**config.mk**
```make
export PLATFORM = sky130hd
export DESIGN_NAME = mpu_sample_streamer
export DESIGN_NICKNAME = d
export VERILOG_FILES = /design/src/rtl/mpu_sample_streamer.sv
export SDC_FILE = /design/constraint.sdc
export NUM_CORES = 1
export LEC_CHECK = 0
export ABC_AREA = 1
export CAP_MARGIN = 5
export CORE_MARGIN = 2
export CORE_UTILIZATION = 65
export DETAILED_ROUTE_END_ITERATION = 12
export PLACE_DENSITY = 0.88
export RECOVER_POWER = 50
export SYNTH_ARGS = -nofsm -noshare
export SYNTH_HDL_FRONTEND = slang
export SYNTH_SLANG_ARGS = --single-unit
```
**constraint.sdc**
```tcl
create_clock -name clk -period 3.5 [get_ports clk]
set_input_delay 0.7 -clock clk [delete_from_list [all_inputs] [get_ports clk]]
set_output_delay 0.7 -clock clk [all_outputs]
set_load 0.01 [all_outputs]
```
**src/rtl/mpu_sample_streamer.sv**
```systemverilog
// rtl/mpu_sample_streamer.sv - accelerometer X capture, x100 scaling and gesture stream handshake
module mpu_sample_streamer #(
    parameter int N_SAMPLES   = 30,
    parameter int DECIM       = 1,
    parameter int SCALE_MUL   = 981,
    parameter int SCALE_SHIFT = 14,
    parameter int TIMEOUT     = 65535,
    parameter int GAP         = 2
) (
    input  logic               clk,
    input  logic               reset,
    input  logic               start,
    input  logic               raw_valid,
    input  logic signed [15:0] raw_accel,
    input  logic               srgl_ready,
    output logic               mov,
    output logic signed [31:0] mpu_valor,
    output logic               mpu_valid,
    output logic               busy,
    output logic               done,
    output logic               timeout
);

    localparam int SW = $clog2(N_SAMPLES + 1);
    localparam int WW = $clog2(TIMEOUT + 1);
    localparam int GW = $clog2(GAP + 1);

    localparam logic [SW-1:0]      SAMPLE_LAST = SW'(N_SAMPLES - 1);
    localparam logic [3:0]         DECIM_LAST  = 4'(DECIM - 1);
    localparam logic [WW-1:0]      WAIT_LAST   = WW'(TIMEOUT - 1);
    localparam logic [GW-1:0]      GAP_LAST    = GW'(GAP - 1);
    localparam logic signed [31:0] MUL         = 32'(SCALE_MUL);

    typedef enum logic [1:0] {
        IDLE     = 2'd0,
        STREAM   = 2'd1,
        WAIT_RDY = 2'd2,
        RELEASE  = 2'd3
    } state_t;

    state_t state;
    state_t state_nxt;

    logic [SW-1:0] sample_cnt;
    logic [3:0]    decim_cnt;
    logic [WW-1:0] wait_cnt;
    logic [GW-1:0] gap_cnt;

    logic capture;   // start honoured in IDLE
    logic accept;    // raw sample taken while streaming
    logic forward;   // accepted sample survives decimation
    logic expire;    // classifier never answered, forced release

    logic signed [31:0] prod;
    logic signed [31:0] scaled;

    // 16x10-bit product always fits in 32 bits; arithmetic shift floors toward -inf
    assign prod   = $signed({{16{raw_accel[15]}}, raw_accel}) * MUL;
    assign scaled = prod >>> SCALE_SHIFT;

    assign busy = (state != IDLE);

    // State register; async reset abandons any stream in flight
    always_ff @(posedge clk or posedge reset) begin
        if (reset) begin
            state <= IDLE;
        end else begin
            state <= state_nxt;
        end
    end

    // Next-state and per-state strobes; mov keeps the classifier buffer alive
    always_comb begin
        state_nxt = state;
        capture   = 1'b0;
        accept    = 1'b0;
        forward   = 1'b0;
        expire    = 1'b0;
        mov       = 1'b0;
        done      = 1'b0;
        case (state)
            IDLE: begin
                if (start) begin
                    capture   = 1'b1;
                    state_nxt = STREAM;
                end
            end
            STREAM: begin
                mov     = 1'b1;
                accept  = raw_valid;
                forward = raw_valid && (decim_cnt == 4'd0);
                if (forward && (sample_cnt == SAMPLE_LAST)) begin
                    state_nxt = WAIT_RDY;
                end
            end
            WAIT_RDY: begin
                mov = 1'b1;
                if (srgl_ready) begin
                    state_nxt = RELEASE;
                end else if (wait_cnt == WAIT_LAST) begin
                    expire    = 1'b1;
                    state_nxt = RELEASE;
                end
            end
            RELEASE: begin
                done = (gap_cnt == '0);
                if (gap_cnt == GAP_LAST) begin
                    state_nxt = IDLE;
                end
            end
            default: begin
                state_nxt = IDLE;
            end
        endcase
    end

    // Sample datapath, counters and the sticky timeout flag
    always_ff @(posedge clk or posedge reset) begin
        if (reset) begin
            mpu_valor  <= '0;
            mpu_valid  <= 1'b0;
            sample_cnt <= '0;
            decim_cnt  <= '0;
            wait_cnt   <= '0;
            gap_cnt    <= '0;
            timeout    <= 1'b0;
        end else begin
            mpu_valid <= forward;
            if (forward) begin
                mpu_valor  <= scaled;
                sample_cnt <= sample_cnt + SW'(1);
            end
            if (accept) begin
                decim_cnt <= (decim_cnt == DECIM_LAST) ? 4'd0 : decim_cnt + 4'd1;
            end
            if (capture) begin
                sample_cnt <= '0;
                decim_cnt  <= '0;
                timeout    <= 1'b0;
            end
            wait_cnt <= (state == WAIT_RDY) ? wait_cnt + WW'(1) : '0;
            gap_cnt  <= (state == RELEASE) ? gap_cnt + GW'(1) : '0;
            if (expire) begin
                timeout <= 1'b1;
            end
        end
    end

endmodule

```
==> results.tsv <==
stage	metric	value	unit
run_status	status	finished, violations left	
run_status	violations	max-capacitance violations, max-slew violations, negative setup slack	
route	vias	6493	
yosys	synth.distinct_cells	38	
clock_network	clk_latency	0.31	ns
yosys	synth_warnings	0	
sta	slew_viol_final	45	
worst_setup_path	critPathKind	in -> reg	
sta	fmax	225	MHz
floorplanning	dieArea	11100	um^2
layout	fin_cells	1141	
sta	hold_violations	0	
yosys	synth_edf_count	0	
worst_setup_path	critical_path.endpoint_type	flop	
floorplanning	fp-row-count	37	
yosys	netlist_area	6700	um^2
global_routing	grt_pass1_vias	6545	
sta	finClkSkew	0.00969	ns
route	wl	21400	um
yosys	synth_ff_type	dfrtp_1	
worst_setup_path	crit_top_cell	fa_1	
placed_design	dpl.cell_count	1117	
sta	rsz0062_at_grt	true	
layout	fin_nets	1200	
floorplanning	start_util	65.8	%
clock_network	clkSinkCount	44	
layout	diodes	0	
global_routing	grt-ovfl-total	0	
clock_network	clockBufferDepth	2	
yosys	synth_seq_cells	44	
yosys	synthArstFlopShare	100	%
global_routing	grt_first_pass_wirelength	29100	um
global_routing	grt_max_degree	45	
worst_setup_path	crit_chain	buf_2 > ha_4 > inv_1 > fa_1 > inv_1 > fa_1 > fa_1 > inv_1 > fa_1 > inv_2 > ha_4 > nand2_2 > nand2_2 > nand2_1 > nand2_2 > a21oi_2 > nand4_1 > nand3_1 > nand2_1	
clock_network	cts_buffers	5	
clock_network	cts_root_buf	clkbuf_8	
worst_setup_path	cp_slowest_cell	fa_1	
route	post-route-drc-count	0	
layout	drive_gt1_share	30.3	%
global_routing	antenna_found_initial	0	
placed_design	dp_hpwl	13400	um
global_routing	grt_usage	32.8	%
route	firstDrtPassIters	6	
worst_setup_path	max_stage_delay	0.55	ns
yosys	syn_area_per_cell	7.60	um^2
yosys	synth_nets	1077	
clock_network	cts_tree	yes	
placed_design	io_buffers	57	
route	wl_per_cell	18.8	um
route	drt_iter0_drc	507	
placed_design	place.gp.congestion	0.939	
sta	final.min_clock_period	4.44	ns
sta	relSlewSlack	-51.5	%
floorplanning	io_pins	58	
route	ant_nets	0	
worst_setup_path	cp_max_fo	4	
layout	areaGrowthSynthToFinish	34.1	%
sta	fin_ws	-0.936	ns
worst_setup_path	cp.arrival	4.63	ns
clock_network	htreeDepth	2	
clock_network	clk_pin_slew_worst_paths	0.09	ns
sta	finalCritPeriodShare	127	%
yosys	syn_inst	882	
route	via_per_inst	5.69	
sta	tightest_slew	2.27	ns
floorplanning	dieWidth	106	um
floorplanning	core_area	10200	um^2
yosys	yosysSeqAreaShare	16.4	%
sta	setup_violations	13	
worst_setup_path	startpoint_type	input port	
worst_setup_path	cp.required	3.69	ns
floorplanning	die_y	106	um
layout	fillers	475	
run	maxCapViolCount	1	
worst_hold_path	hold_class	reg -> reg	
[cells in the final DEF (no fill, tap or decap), drive strengths merged, types with 8 or more instances in the layout]
cell type | synthesis | final
inv | 244 | 244
nand2 | 216 | 216
ha | 107 | 107
buf | 21 | 91
fa | 67 | 67
nor2 | 47 | 47
dfrtp | 44 | 44
clkdlybuf4s50 | 0 | 40
nand3 | 33 | 33
a21oi | 31 | 31
o21ai | 23 | 23
nor3 | 10 | 10
xor2 | 9 | 9
clkbuf | 1 | 9
nand4 | 8 | 8
[kinds of logic after synthesis]
logic type | after synthesis | share of synthesized area, %
flops | 44 | 16.4
buf+inv | 267 | 16.1
xor+xnor | 12 | 1.57
fa+ha+maj | 174 | 40.0
compound gates | 63 | 5.11
simple gates | 322 | 20.8
[cell usage after synthesis, types with 2 or more instances]
cell type    n  share of area, %
a21o_1       3              0.34
a21oi_1     29               2.2
a21oi_2      2              0.26
and3_1       2              0.19
buf_2        2              0.15
buf_4       19               2.1
dfrtp_1     44                16
fa_1        67                20
ha_1       107                20
inv_1      242                14
inv_2        2              0.11
nand2_1    209                12
nand2_2      6              0.56
nand3_1     32               2.4
nand3b_1     3              0.34
nand4_1      8              0.75
nor2_1      40               2.2
nor2_2       2              0.19
nor2_4       5              0.84
nor3_1       7              0.52
nor3_2       2              0.30
o21ai_0     17               1.3
o21ai_1      6              0.45
o22ai_1      2              0.19
xnor2_1      3              0.39
xor2_1       9               1.2
[area by class of cell]
class                      count  area, um^2  share of cell area [%]
sequential                    44        1100                    12.2
multi-input combinational    571        5470                    60.9
clock buffer                   5        68.8                   0.766
inverter                     245         941                    10.5
timing repair buffer         138        1220                    13.6
clock inverter                 2        12.5                   0.139
tap                          136         170                    1.89
[through the flow]
stage               hold slack, ns  TNS [ns]  setup WS [ns]  util [%]  area [um^2]
floorplan                    0.428     -6.61         -0.599         -         7310
global placement             0.446    -17.46          -1.42      82.4         8390
detailed placement           0.455    -18.80          -1.50      82.4         8390
CTS                          0.468    -10.19         -0.820      86.1         8770
global route                 0.479    -12.77          -1.02      88.3         8990
finish                       0.470    -11.41         -0.936      88.3         8990
[per-layer routing]
layer	GRT usage [%]	vias up	part of all wire, %	wire length (um)
met1	36.5	3085	36	7710
met3	2.66	156	5.9	1260
li1	-	2876	-	-
met5	0	-	0	0
met4	18.8	0	7.6	1620
met2	61.2	376	50	10800
[worst max-delay path: cells and delay by family]
family / cells / cell delay (ns)
buf+inv: 5 / 0.47
fa+ha+maj: 6 / 2.62
simple gates: 7 / 0.66
compound gates: 1 / 0.20
[path summary, 6_finish.rpt]
kind	to	from	depth (start not counted)	slack, ns
hold / removal	gap_cnt[0]$_DFF_PP0_	gap_cnt[0]$_DFF_PP0_	1	0.47
min in group asynchronous	mpu_valid$_DFF_PP0_	reset	3	1.67
max in group asynchronous	decim_cnt[3]$_DFFE_PP0P_	reset	3	0.53
setup / recovery	mpu_valor[12]$_DFFE_PP0P_	raw_accel[10]	19	-0.94
hold reg to reg	gap_cnt[0]$_DFF_PP0_	gap_cnt[0]$_DFF_PP0_	1	0.47
setup reg to reg	decim_cnt[2]$_DFFE_PP0P_	state[1]$_DFFE_PP0P_	10	1.39
[sequential cells by signal (all words and copies together), names as in the netlist]
| register | count |
|---|---|
| decim_cnt | 4 |
| gap_cnt | 2 |
| mpu_valid | 1 |
| mpu_valor | 13 |
| sample_cnt | 5 |
| state | 2 |
| timeout | 1 |
| wait_cnt | 16 |
[repair_timing]
action	in CTS	in global routing
buffers inserted	15	4
resized for setup	103	85
cloned	0	0
hold endpoints to repair	0	0
hold buffers	0	0
pin swaps	55	61
setup endpoints to repair	13	13
Power is not shown: default switching activity piles up to over one toggle a cycle in this logic, so the estimate is an artifact.
